--- src/rtl/cache_mem_pkg.sv ---
// Shared types and derived-constant helpers for the cache main-memory port arbiter.
package cache_mem_pkg;

  typedef enum logic [1:0] {
    IDLE       = 2'd0,
    WB_BURST   = 2'd1,
    FILL_ISSUE = 2'd2,
    FILL_DRAIN = 2'd3
  } arb_state_e;

  typedef enum logic {
    REQ_WB   = 1'b0,
    REQ_FILL = 1'b1
  } req_id_e;

  // Number of memory beats needed to move one cache block.
  function automatic int beats(input int block_size, input int data_width);
    return (block_size * 8) / data_width;
  endfunction

  // Counter width able to index every beat; never narrower than one bit.
  function automatic int cnt_width(input int n_beats);
    return (n_beats > 1) ? $clog2(n_beats) : 1;
  endfunction

endpackage

--- src/rtl/mem_beat_counter.sv ---
// Beat index counter with synchronous clear, increment and a last-beat flag.
// Wraps back to zero after the final beat so it is ready for the next burst.
module mem_beat_counter
  import cache_mem_pkg::*;
#(
  parameter int BEATS = 8,
  parameter int CW    = cnt_width(BEATS)
) (
  input  logic          clk,
  input  logic          reset,
  input  logic          clr,
  input  logic          inc,
  output logic [CW-1:0] cnt,
  output logic          last
);

  localparam logic [CW-1:0] LAST_VAL = CW'(BEATS - 1);

  logic [CW-1:0] cnt_q;
  logic [CW-1:0] cnt_d;

  // Next count: clear wins over increment; wrap to zero after the last beat.
  always_comb begin
    cnt_d = cnt_q;
    if (clr) begin
      cnt_d = {CW{1'b0}};
    end else if (inc) begin
      if (cnt_q == LAST_VAL) begin
        cnt_d = {CW{1'b0}};
      end else begin
        cnt_d = cnt_q + CW'(1'b1);
      end
    end else begin
      cnt_d = cnt_q;
    end
  end

  // Count register.
  always_ff @(posedge clk or posedge reset) begin
    if (reset) begin
      cnt_q <= {CW{1'b0}};
    end else begin
      cnt_q <= cnt_d;
    end
  end

  assign cnt  = cnt_q;
  assign last = (cnt_q == LAST_VAL);

endmodule

--- src/rtl/mem_port_arbiter.sv ---
// Shares the single main-memory port between the writeback and refill paths.
// Writeback always wins so a victim leaves before its replacement arrives;
// each grant is split into beats with generated addresses and done pulses.
module mem_port_arbiter
  import cache_mem_pkg::*;
#(
  parameter int ADDRESS_WIDTH = 32,
  parameter int DATA_WIDTH    = 32,
  parameter int BLOCK_SIZE    = 32
) (
  input  logic                     clk,
  input  logic                     reset,
  input  logic                     wb_req,
  input  logic [ADDRESS_WIDTH-1:0] wb_addr,
  input  logic [DATA_WIDTH-1:0]    wb_wdata,
  output logic                     wb_beat_ack,
  output logic                     wb_done,
  input  logic                     fill_req,
  input  logic [ADDRESS_WIDTH-1:0] fill_addr,
  output logic                     fill_rvalid,
  output logic [DATA_WIDTH-1:0]    fill_rdata,
  output logic                     fill_done,
  output logic                     mem_req,
  output logic                     mem_we,
  output logic [ADDRESS_WIDTH-1:0] mem_addr,
  output logic [DATA_WIDTH-1:0]    mem_wdata,
  input  logic                     mem_ready,
  input  logic                     mem_rvalid,
  input  logic [DATA_WIDTH-1:0]    mem_rdata,
  output logic                     busy,
  output logic                     err_rvalid
);

  localparam int BEATS    = beats(BLOCK_SIZE, DATA_WIDTH);
  localparam int CW       = cnt_width(BEATS);
  localparam int OFF_BITS = $clog2(BLOCK_SIZE);
  localparam logic [ADDRESS_WIDTH-1:0] OFF_MASK   = ADDRESS_WIDTH'((64'd1 << OFF_BITS) - 64'd1);
  localparam logic [ADDRESS_WIDTH-1:0] BEAT_BYTES = ADDRESS_WIDTH'(DATA_WIDTH / 8);

  // Force the in-block offset to zero so beat addresses never carry out of the block.
  function automatic logic [ADDRESS_WIDTH-1:0] align_block(input logic [ADDRESS_WIDTH-1:0] a);
    return a & ~OFF_MASK;
  endfunction

  arb_state_e               state_q, state_d;
  logic [ADDRESS_WIDTH-1:0] base_q, base_d;
  logic                     err_rvalid_q, err_rvalid_d;

  req_id_e                  grant_s;
  logic                     cnt_clr_s;
  logic                     issue_inc_s;
  logic                     resp_inc_s;
  logic [CW-1:0]            issue_cnt_s;
  logic [CW-1:0]            resp_cnt_s;
  logic                     issue_last_s;
  logic                     resp_last_s;
  logic                     in_fill_s;
  logic [ADDRESS_WIDTH-1:0] beat_addr_s;

  mem_beat_counter #(.BEATS(BEATS), .CW(CW)) u_issue_cnt (
    .clk   (clk),
    .reset (reset),
    .clr   (cnt_clr_s),
    .inc   (issue_inc_s),
    .cnt   (issue_cnt_s),
    .last  (issue_last_s)
  );

  mem_beat_counter #(.BEATS(BEATS), .CW(CW)) u_resp_cnt (
    .clk   (clk),
    .reset (reset),
    .clr   (cnt_clr_s),
    .inc   (resp_inc_s),
    .cnt   (resp_cnt_s),
    .last  (resp_last_s)
  );

  assign in_fill_s   = (state_q == FILL_ISSUE) || (state_q == FILL_DRAIN);
  assign beat_addr_s = base_q + (ADDRESS_WIDTH'(issue_cnt_s) * BEAT_BYTES);
  assign busy        = (state_q != IDLE);
  assign err_rvalid  = err_rvalid_q;

  // Next-state, grant and per-beat outputs; refill data is resolved first
  // because the issue phase may end on the same cycle as the final response.
  always_comb begin
    state_d      = state_q;
    base_d       = base_q;
    err_rvalid_d = err_rvalid_q;
    grant_s      = REQ_WB;
    cnt_clr_s    = 1'b0;
    issue_inc_s  = 1'b0;
    resp_inc_s   = 1'b0;
    mem_req      = 1'b0;
    mem_we       = 1'b0;
    mem_addr     = {ADDRESS_WIDTH{1'b0}};
    mem_wdata    = {DATA_WIDTH{1'b0}};
    wb_beat_ack  = 1'b0;
    wb_done      = 1'b0;
    fill_rvalid  = 1'b0;
    fill_rdata   = {DATA_WIDTH{1'b0}};
    fill_done    = 1'b0;

    if (in_fill_s && mem_rvalid) begin
      fill_rvalid = 1'b1;
      fill_rdata  = mem_rdata;
      fill_done   = resp_last_s;
      resp_inc_s  = 1'b1;
    end else begin
      fill_rvalid = 1'b0;
    end

    case (state_q)
      IDLE: begin
        err_rvalid_d = err_rvalid_q | mem_rvalid;
        grant_s      = wb_req ? REQ_WB : REQ_FILL;
        if (wb_req || fill_req) begin
          cnt_clr_s = 1'b1;
          base_d    = align_block((grant_s == REQ_WB) ? wb_addr : fill_addr);
          state_d   = (grant_s == REQ_WB) ? WB_BURST : FILL_ISSUE;
        end else begin
          state_d = IDLE;
        end
      end
      WB_BURST: begin
        err_rvalid_d = err_rvalid_q | mem_rvalid;
        mem_req      = 1'b1;
        mem_we       = 1'b1;
        mem_addr     = beat_addr_s;
        mem_wdata    = wb_wdata;
        if (mem_ready) begin
          wb_beat_ack = 1'b1;
          issue_inc_s = 1'b1;
          wb_done     = issue_last_s;
          state_d     = issue_last_s ? IDLE : WB_BURST;
        end else begin
          state_d = WB_BURST;
        end
      end
      FILL_ISSUE: begin
        mem_req  = 1'b1;
        mem_addr = beat_addr_s;
        if (mem_ready) begin
          issue_inc_s = 1'b1;
          if (issue_last_s) begin
            state_d = fill_done ? IDLE : FILL_DRAIN;
          end else begin
            state_d = FILL_ISSUE;
          end
        end else begin
          state_d = FILL_ISSUE;
        end
      end
      FILL_DRAIN: begin
        if (fill_done) begin
          state_d = IDLE;
        end else begin
          state_d = FILL_DRAIN;
        end
      end
      default: begin
        state_d = IDLE;
      end
    endcase
  end

  // State, block base and sticky error registers.
  always_ff @(posedge clk or posedge reset) begin
    if (reset) begin
      state_q      <= IDLE;
      base_q       <= {ADDRESS_WIDTH{1'b0}};
      err_rvalid_q <= 1'b0;
    end else begin
      state_q      <= state_d;
      base_q       <= base_d;
      err_rvalid_q <= err_rvalid_d;
    end
  end

endmodule

--- config.mk ---
export PLATFORM = sky130hd
export DESIGN_NAME = mem_port_arbiter
export DESIGN_NICKNAME = d
export VERILOG_FILES = /design/src/rtl/cache_mem_pkg.sv /design/src/rtl/mem_beat_counter.sv /design/src/rtl/mem_port_arbiter.sv
export SDC_FILE = /design/constraint.sdc
export NUM_CORES = 1
export LEC_CHECK = 0
export CORE_MARGIN = 10
export CORE_UTILIZATION = 25
export DETAILED_ROUTE_END_ITERATION = 10
export GPL_TIMING_DRIVEN = 1
export PLACE_DENSITY = 0.69
export SYNTH_ARGS = -nofsm -noshare
export SYNTH_HDL_FRONTEND = slang
export SYNTH_HIERARCHICAL = 1
export SYNTH_SLANG_ARGS = --single-unit
--- constraint.sdc ---
create_clock -name clk -period 1.9 [get_ports clk]
set_input_delay 0.38 -clock clk [delete_from_list [all_inputs] [get_ports clk]]
set_output_delay 0.38 -clock clk [all_outputs]
set_load 0.05 [all_outputs]
## Word level (Yosys, flattened, before mapping)

Cells that the tools add are included.

- Bitwise gates (word level): 1
- Add/subtract/negate cells: 3
- Mux-type cells: 29
- Reduce and logical (&&, ||, !) cells: 10
- Eq/ne operators: 5

Operators by type and width:

| kind | number |
|---|---|
| 2-to-1 mux 32 bit | 4 |
| adder 32 x 5 -> 32 bit | 1 |
| 2-to-1 mux 3 bit | 6 |
| 2-to-1 mux 1 bit | 13 |
| 2-to-1 mux 2 bit | 5 |
| one-hot mux 2 bit (4 select lines) | 1 |
| adder 3 x 1 -> 3 bit, second input constant | 2 |
| equality test 3 bit, second input constant | 2 |
| nonzero test 2 bit | 3 |
| equality test 2 bit, second input constant | 2 |
| OR reduction 2 bit | 2 |
| equality test 2 x 1 -> 1 bit, second input constant | 1 |
| zero test 2 bit | 1 |
| logical OR 1 bit | 2 |
| AND reduction 2 bit | 1 |
| logical AND 1 bit | 1 |
| bitwise OR 1 bit | 1 |

- Register bits: 36
- Logic and storage cells: 53
- Input bits: 134

## Longest topological paths before layout

Gate-level depths: netlist (run 1).

- Depth in word-level cells: 8
- Mapped depth: 7
- Gate-level depth less buffers: 5

## By module

Netlist (run 1), hierarchy kept.

By module, submodules not included:

| module | sequential area each (µm²) | area each (µm²) | cells an instance | times used |
|---|---|---|---|---|
| mem_port_arbiter | 750.7 | 2,167.1 | 256 | 1 |
| mem_beat_counter | 75.1 | 155.1 | 13 | 2 |

## Worst setup path before layout (run 1)

No wires, ideal clock.

- Path type: register -> output
- Start: reg state_q[1]
- End: out mem_wdata[10]
- Path buffers: 1
- Arrival time: 1.713 ns
- Slack: -0.193 ns
- Stages on the path, launching flop included: 5
- Data required time: 1.520 ns
- Path through: dfrtp_1 inv_1 ha_1 clkbuf_1 and2_1

- Cells in the longest elaborated chain, start to end: 2

RTL lines:

| element | line | RTL |
|---|---|---|
| start, declared | mem_port_arbiter.sv:45 | `arb_state_e state_q, state_d;` |
| start signal, assigned | mem_port_arbiter.sv:173 | `state_q <= state_d;` |
| equality test 2 x 1 -> 1 bit | mem_port_arbiter.sv:112 | `case (state_q)` |
| 2-to-1 mux 32 bit | mem_port_arbiter.sv:112 |  |
| end, declared | mem_port_arbiter.sv:26 | `output logic [DATA_WIDTH-1:0] mem_wdata,` |

Every way passes these cells.

## Final worst setup path (run 1)

- Start: reg state_q[1]
- End: out fill_rdata[21]

- Cells in the longest elaborated chain, start to end: 4

RTL lines:

| element | line | RTL |
|---|---|---|
| equality test 2 bit | mem_port_arbiter.sv:78 | `assign in_fill_s = (state_q == FILL_ISSUE) \|\| (state_q == FILL_DRAIN);` |
| logical OR 1 bit (*) | mem_port_arbiter.sv:78 |  |
| logical AND 1 bit (*) | mem_port_arbiter.sv:103 | `if (in_fill_s && mem_rvalid) begin` |
| 2-to-1 mux 32 bit (*) | mem_port_arbiter.sv:103 |  |
| end, declared | mem_port_arbiter.sv:21 | `output logic [DATA_WIDTH-1:0] fill_rdata,` |

Mark *: on every way between the ends. The rest lies on a longest branch, timed or not.

==> results of run 1 <==
## metrics by stage
stage / power [mW] / util [%]
floorplan: 5.287 / -
global placement: 9.163 / 61.50
detailed placement: 9.272 / 61.50
CTS: 10.31 / 64.47
global route: 10.88 / 65.45
finish: 10.35 / 65.45
## cell usage after synthesis, types with 3 or more instances
cell,number
inv_1,7
nor2_1,4
and2_1,97
nand2b_1,3
clkbuf_1,8
mux2i_1,31
o21ai_0,19
nand2_1,32
buf_4,7
o21ai_1,11
dfrtp_1,36
ha_1,8
## layer usage
metal	wire length, um	up-vias	GRT usage [%]
met1	4418	1264	17.06
met5	0	-	0
met4	124	0	3.318
met3	1119	8	6.376
met2	6175	148	27.75
li1	-	1368	-
## cell families (layout without fill, tap and decap cells)
family | count (synthesis) | in the layout
flops | 36 | 36
buf+inv | 28 | 260
fa+ha+maj | 8 | 8
compound gates | 38 | 38
simple gates | 140 | 140
mux | 31 | 31
other cells | 1 | 2
## worst paths after layout
path	cells after the start	startpoint	to	slack [ns]
max	5	state_q[1]	fill_rdata[21]	-0.14
min	2	reset	u_issue_cnt/cnt[1]	0.36
max reg2reg	8	state_q[0]	u_resp_cnt/cnt[0]	0.08
min reg2reg	2	base_q[8]	base_q[8]	0.47
max in group asynchronous	3	reset	state_q[1]	0.95
min in group clk	2	base_q[8]	base_q[8]	0.47
## repair_timing
| item | CTS | global route |
|---|---|---|
| setup endpoints to repair | 96 | 99 |
| hold endpoints to repair | 0 | 0 |
| gates resized for setup | 57 | 10 |
| setup buffers | 3 | 1 |
| pin swaps | 6 | 19 |
| cloned | 2 | 3 |
## registers in the layout, summed over array words and instances (netlist names)
signal           count
base_q              27
u_issue_cnt/cnt      3
state_q              2
u_resp_cnt/cnt       3
err_rvalid           1
## worst max-delay path, stage by stage (launching register included)
cell and delay [ns]:
dfrtp_2 0.46, ha_4 0.19, o21a_4 0.27, buf_16 0.17, and2_4 0.16, buf_12 0.14
## report_power, final
group	switching [mW]	internal, mW
combinational	4.36	4.14
sequential	0.192	1.11
clock	0.260	0.289
total	4.81	5.54
## layout make-up
type,instances,area share (%)
timing repair buffer,245,55.34
clock inverter,2,0.1572
inverter,7,0.4520
multi-input combinational,219,25.96
sequential,36,14.19
clock buffer,6,1.297
tap,133,2.613
==> flow_metrics.env, run 1 <==
export IMPL_outcome="finished, violations left"
export IMPL_violations="setup timing"
export IMPL_setup_worst_path_start_class="flip-flop"
export IMPL_dp_cells=631
export IMPL_antenna_left=0
export IMPL_grt_pass1_wl_um=17710
export IMPL_muxShareOfSynthArea_pct=12.53
export IMPL_area_delta_synth_final_pct=157.0
export IMPL_design_area_sq_um=6367
export IMPL_ir_drop_mv=0.7798
export IMPL_synth_seq_area_share_pct=36.36
export IMPL_rsz0062_at_grt="true"
export IMPL_synthFlopType="dfrtp_1"
export IMPL_post_drt_wl_per_cell_um=18.27
export IMPL_fin_crit_sh_pct=107.5
export IMPL_multi_input_comb_area_sq_um=1653
export IMPL_path_clk_slew_ns=0.07
export IMPL_drv_cap=0
export IMPL_setup_ws_ns=-0.1429
export IMPL_synth_simple_area_share_pct=31.92
export IMPL_num_fill_cells=768
export IMPL_drt_initial_drc_count=77
export IMPL_first_global_vias=2953
export IMPL_synthArstFlopShare_pct=100.0
export IMPL_clk_latency_ns=0.28
export IMPL_diodes=0
export IMPL_yosys_area_share_xor_xnor_pct=0
export IMPL_finClkSkew_ns=0.007968
export IMPL_setup_violations=96
export IMPL_synth_avg_cell_area_sq_um=8.785
export IMPL_synth_top_cell_area_share_pct=36.36
export IMPL_worst_path_max_fanout=16
export IMPL_finalCriticalPeriod_ns=2.043
export IMPL_grt_max_degree=35
export IMPL_dr_pass1_iters=4
export IMPL_antenna_found_initial=1
export IMPL_netlist_instances=282
export IMPL_vias_per_cell=4.302
export IMPL_gp_congestion=0.8210
export IMPL_via_count=2788
export IMPL_htreeDepth=2
export IMPL_postCtsHoldBufs=0
export IMPL_worstPathRequired_ns=1.52
export IMPL_dpl_hpwl_um=10010
export IMPL_worst_setup_path_type="flip-flop to output port"
export IMPL_track_usage_pct=15.61
export IMPL_core_area_sq_um=9729
export IMPL_synth_cell_types=24
export IMPL_grt_overflow=0
export IMPL_initial_utilization_pct=25.46
export IMPL_max_freq_mhz=489.5
export IMPL_ctsLongestPathBuffers=2
export IMPL_die_w_um=119.5
export IMPL_final_cell_count_no_fill=648
export IMPL_seq_area_sq_um=903.4
export IMPL_final_cell_mix="clkdlybuf4s50_1, buf_12, and2_4, and2_2, dfrtp_1"
export IMPL_end_kind="output port"
export IMPL_dp_slack_ns=-0.06314
export IMPL_routed_wl_um=11840
export IMPL_whs_ns=0.3591
export IMPL_cts_sinks=36
export IMPL_synth_area_sq_um=2477
export IMPL_slew_viol_final=0
export IMPL_cts_buffers_inserted=5
export IMPL_critPathArrivalTime_ns=1.66
export IMPL_synth_adder_area_share_pct=4.040
export IMPL_drive_gt1_share_pct=46.21
export IMPL_die_y_um=119.5
export IMPL_core_rowCount=36
export IMPL_clock_tree_root_cell="clkbuf_8"
export IMPL_drc_errors=0
export IMPL_finalSetupTns_ns=-8.278
export IMPL_leakagePower_nw=2.791
export IMPL_final_hold_violation_count=0
export IMPL_boundaryPins=238
export IMPL_ys_ff_latch=36
export IMPL_synth_edf_count=0
export IMPL_fin_nets=656
export IMPL_ys_warn_count=6
export IMPL_cts_tree="done"
export IMPL_powerDensity_nw_per_um2=1626
export IMPL_min_path_type="input pin to asynchronous set/reset pin"
export IMPL_synth_top_family_by_area="simple AND/OR/NAND/NOR gates"
export IMPL_placed_cell_area_sq_um=5983
export IMPL_dieArea_sq_um=14290
export IMPL_synth_compound_area_share_pct=8.737
export IMPL_synth_area_leaders="dfrtp_1, and2_1, mux2i_1"
export IMPL_final_common_cell="clkdlybuf4s50_1"
export IMPL_yosysTopAreaCell="dfrtp_1"
export IMPL_numPortBuffers=225
Note: power is estimated with default switching activity, not from simulation.
==> run 2, diff against run 1 <==
--- a/config.mk
+++ b/config.mk
@@ -5,6 +5,7 @@
 export SDC_FILE = /design/constraint.sdc
 export NUM_CORES = 1
 export LEC_CHECK = 0
+export ABC_AREA = 0
 export CORE_MARGIN = 10
 export CORE_UTILIZATION = 25
 export DETAILED_ROUTE_END_ITERATION = 10
==> results of run 2 <==
Final layout, timing and power as in run 1 (identical DEF).
==> run 3, diff against run 2 <==
--- a/config.mk
+++ b/config.mk
@@ -7,10 +7,10 @@
 export LEC_CHECK = 0
 export ABC_AREA = 0
 export CORE_MARGIN = 10
-export CORE_UTILIZATION = 25
+export CORE_UTILIZATION = 31
 export DETAILED_ROUTE_END_ITERATION = 10
 export GPL_TIMING_DRIVEN = 1
-export PLACE_DENSITY = 0.69
+export PLACE_DENSITY = 0.83
 export SYNTH_ARGS = -nofsm -noshare
 export SYNTH_HDL_FRONTEND = slang
 export SYNTH_HIERARCHICAL = 1
==> run 3 against run 2 <==
Compared with the run above: the flow still finishes with violations (setup timing); count of clock-buffer cells in the layout rose by 2; worst setup slack got worse by 0.021 ns; clock power rose by 0.7%; sequential cell count did not move; die area fell by 16%; global-route usage rose by 3.5 points; wire length rose by 20%; largest cell class unchanged.
==> flow_metrics.env, run 3 (synthesis gave the netlist of run 1 again) <==
export IMPL_powerDensity_nw_per_um2=1724
export IMPL_critPathArrivalTime_ns=1.68
export IMPL_initial_utilization_pct=31.89
export IMPL_regMostFlops="base_q"
export IMPL_core_area_sq_um=7767
export IMPL_violations="setup timing"
export IMPL_clk_latency_ns=0.28
export IMPL_htreeDepth=2
export IMPL_die_y_um=109.4
export IMPL_dpl_hpwl_um=10930
export IMPL_fin_crit_sh_pct=108.6
export IMPL_final_core_util_pct=82.96
export IMPL_gp_congestion=0.8662
export IMPL_die_w_um=109.4
export IMPL_ctsLongestPathBuffers=2
export IMPL_reg2reg_from="state_q[0]"
export IMPL_finalCriticalPeriod_ns=2.064
export IMPL_worst_path_max_fanout=9
export IMPL_cp_top_family="flip-flops"
export IMPL_r2r_cells=7
export IMPL_design_area_sq_um=6444
export IMPL_placed_cell_area_sq_um=5964
export IMPL_routed_wl_um=14190
export IMPL_end_kind="output port"
export IMPL_first_global_vias=2962
export IMPL_vias_per_cell=4.709
export IMPL_cts_tree="done"
export IMPL_grt_pass1_wl_um=17460
export IMPL_worstReg2RegEnd="u_issue_cnt/cnt[0]"
export IMPL_rsz0062_at_grt="true"
export IMPL_drv_cap=0
export IMPL_setup_worst_path_start_class="flip-flop"
export IMPL_path_clk_slew_ns=0.07
export IMPL_dp_slack_ns=-0.05083
export IMPL_drive_gt1_share_pct=46.56
export IMPL_finalSetupTns_ns=-7.788
export IMPL_antenna_found_initial=0
export IMPL_clock_tree_root_cell="clkbuf_8"
export IMPL_via_count=2957
export IMPL_grt_max_degree=43
export IMPL_cpPeakStageDelay_ns=0.42
export IMPL_path_buf_inv=2
export IMPL_boundaryPins=238
export IMPL_leakagePower_nw=2.865
export IMPL_dp_cells=601
export IMPL_setup_violations=88
export IMPL_worstPathRequired_ns=1.52
export IMPL_cts_sinks=36
export IMPL_drc_errors=0
export IMPL_dr_pass1_iters=4
export IMPL_crit_chain="ha_2 -> o21a_4 -> clkbuf_16 -> and2_2 -> buf_12"
export IMPL_core_rowCount=32
export IMPL_dieArea_sq_um=11970
export IMPL_final_hold_violation_count=0
export IMPL_final_cell_mix="clkdlybuf4s50_1, buf_12, and2_4, dfrtp_1, nand2_1"
export IMPL_setup_ws_ns=-0.1643
export IMPL_slew_viol_final=0
export IMPL_post_drt_wl_per_cell_um=22.59
export IMPL_worst_setup_path_type="flip-flop to output port"
export IMPL_outcome="finished, violations left"
export IMPL_antenna_left=0
export IMPL_drt_initial_drc_count=122
export IMPL_area_delta_synth_final_pct=160.1
export IMPL_max_freq_mhz=484.4
export IMPL_fin_nets=665
export IMPL_cts_buffers_inserted=5
export IMPL_numPortBuffers=225
export IMPL_critPathSlowestCell="dfrtp_1"
export IMPL_grt_overflow=0
export IMPL_track_usage_pct=19.14
export IMPL_final_cell_count_no_fill=628
export IMPL_ir_drop_mv=1.098
export IMPL_largest_register_ffs=27
export IMPL_min_path_type="input pin to asynchronous set/reset pin"
export IMPL_r2r_setup_slack_ns=0.09
export IMPL_final_common_cell="clkdlybuf4s50_1"
export IMPL_finClkSkew_ns=0.002672
[run 3: changes by cell type in the layout (fill, tap and decap cells not counted), sizes merged]
cell	previous run	this run
diode	0	2
buf	121	128
clkinv	2	0
clkbuf	8	12
[run 3: stage by stage]
step / hold slack, ns / power [mW]
floorplan: 0.1336 / 5.287
global placement: 0.4519 / 9.233
detailed placement: 0.4629 / 9.408
CTS: 0.3352 / 9.999
global route: 0.3572 / 11.54
finish: 0.3515 / 11.11
[run 3: layout make-up]
type / count / area (sq um)
Timing Repair Buffer: 254 / 3616
Multi-Input combinational cell: 219 / 1678
Antenna cell: 2 / 5.005
Inverter: 7 / 26.28
Fill cell: 410 / 1324
Tap cell: 102 / 127.6
Sequential cell: 36 / 900.9
Clock buffer: 8 / 90.09
[run 3: metal layers]
layer	part of all wire, %	GRT usage [%]	vias to the layer above	routed length (um)
li1	-	-	1390	-
met1	34	18.99	1385	4810
met2	53	35.82	163	7551
met3	11	8.250	19	1526
met4	2.1	4.647	0	297
met5	0	0	-	0
[run 3: worst max path at each step]
stage	startpoint	end	slack, ns	depth (start not counted)
global placement	mem_rvalid	fill_rdata[6]	-0.01	5
CTS	state_q[0]	fill_rdata[26]	-0.16	5
floorplan	state_q[1]	mem_wdata[10]	-0.01	4
detailed placement	mem_rvalid	fill_rdata[11]	-0.05	5
global route	state_q[0]	fill_rdata[30]	-0.21	6
finish	state_q[1]	fill_rdata[29]	-0.16	5
[run 3: power by group]
part	leakage, nW	switching [mW]	internal (mW)
clock	0.0455	0.257	0.296
sequential	0.447	0.198	1.10
combinational	2.37	4.65	4.60
total	2.87	5.11	6.00
[run 3: timing repair]
action / in CTS / in global routing
setup endpoints to repair: 94 / 97
setup buffers: 1 / 8
hold buffers: 0 / 0
gates resized for setup: 4 / 80
cloned: 0 / 8
pin swaps: 0 / 13
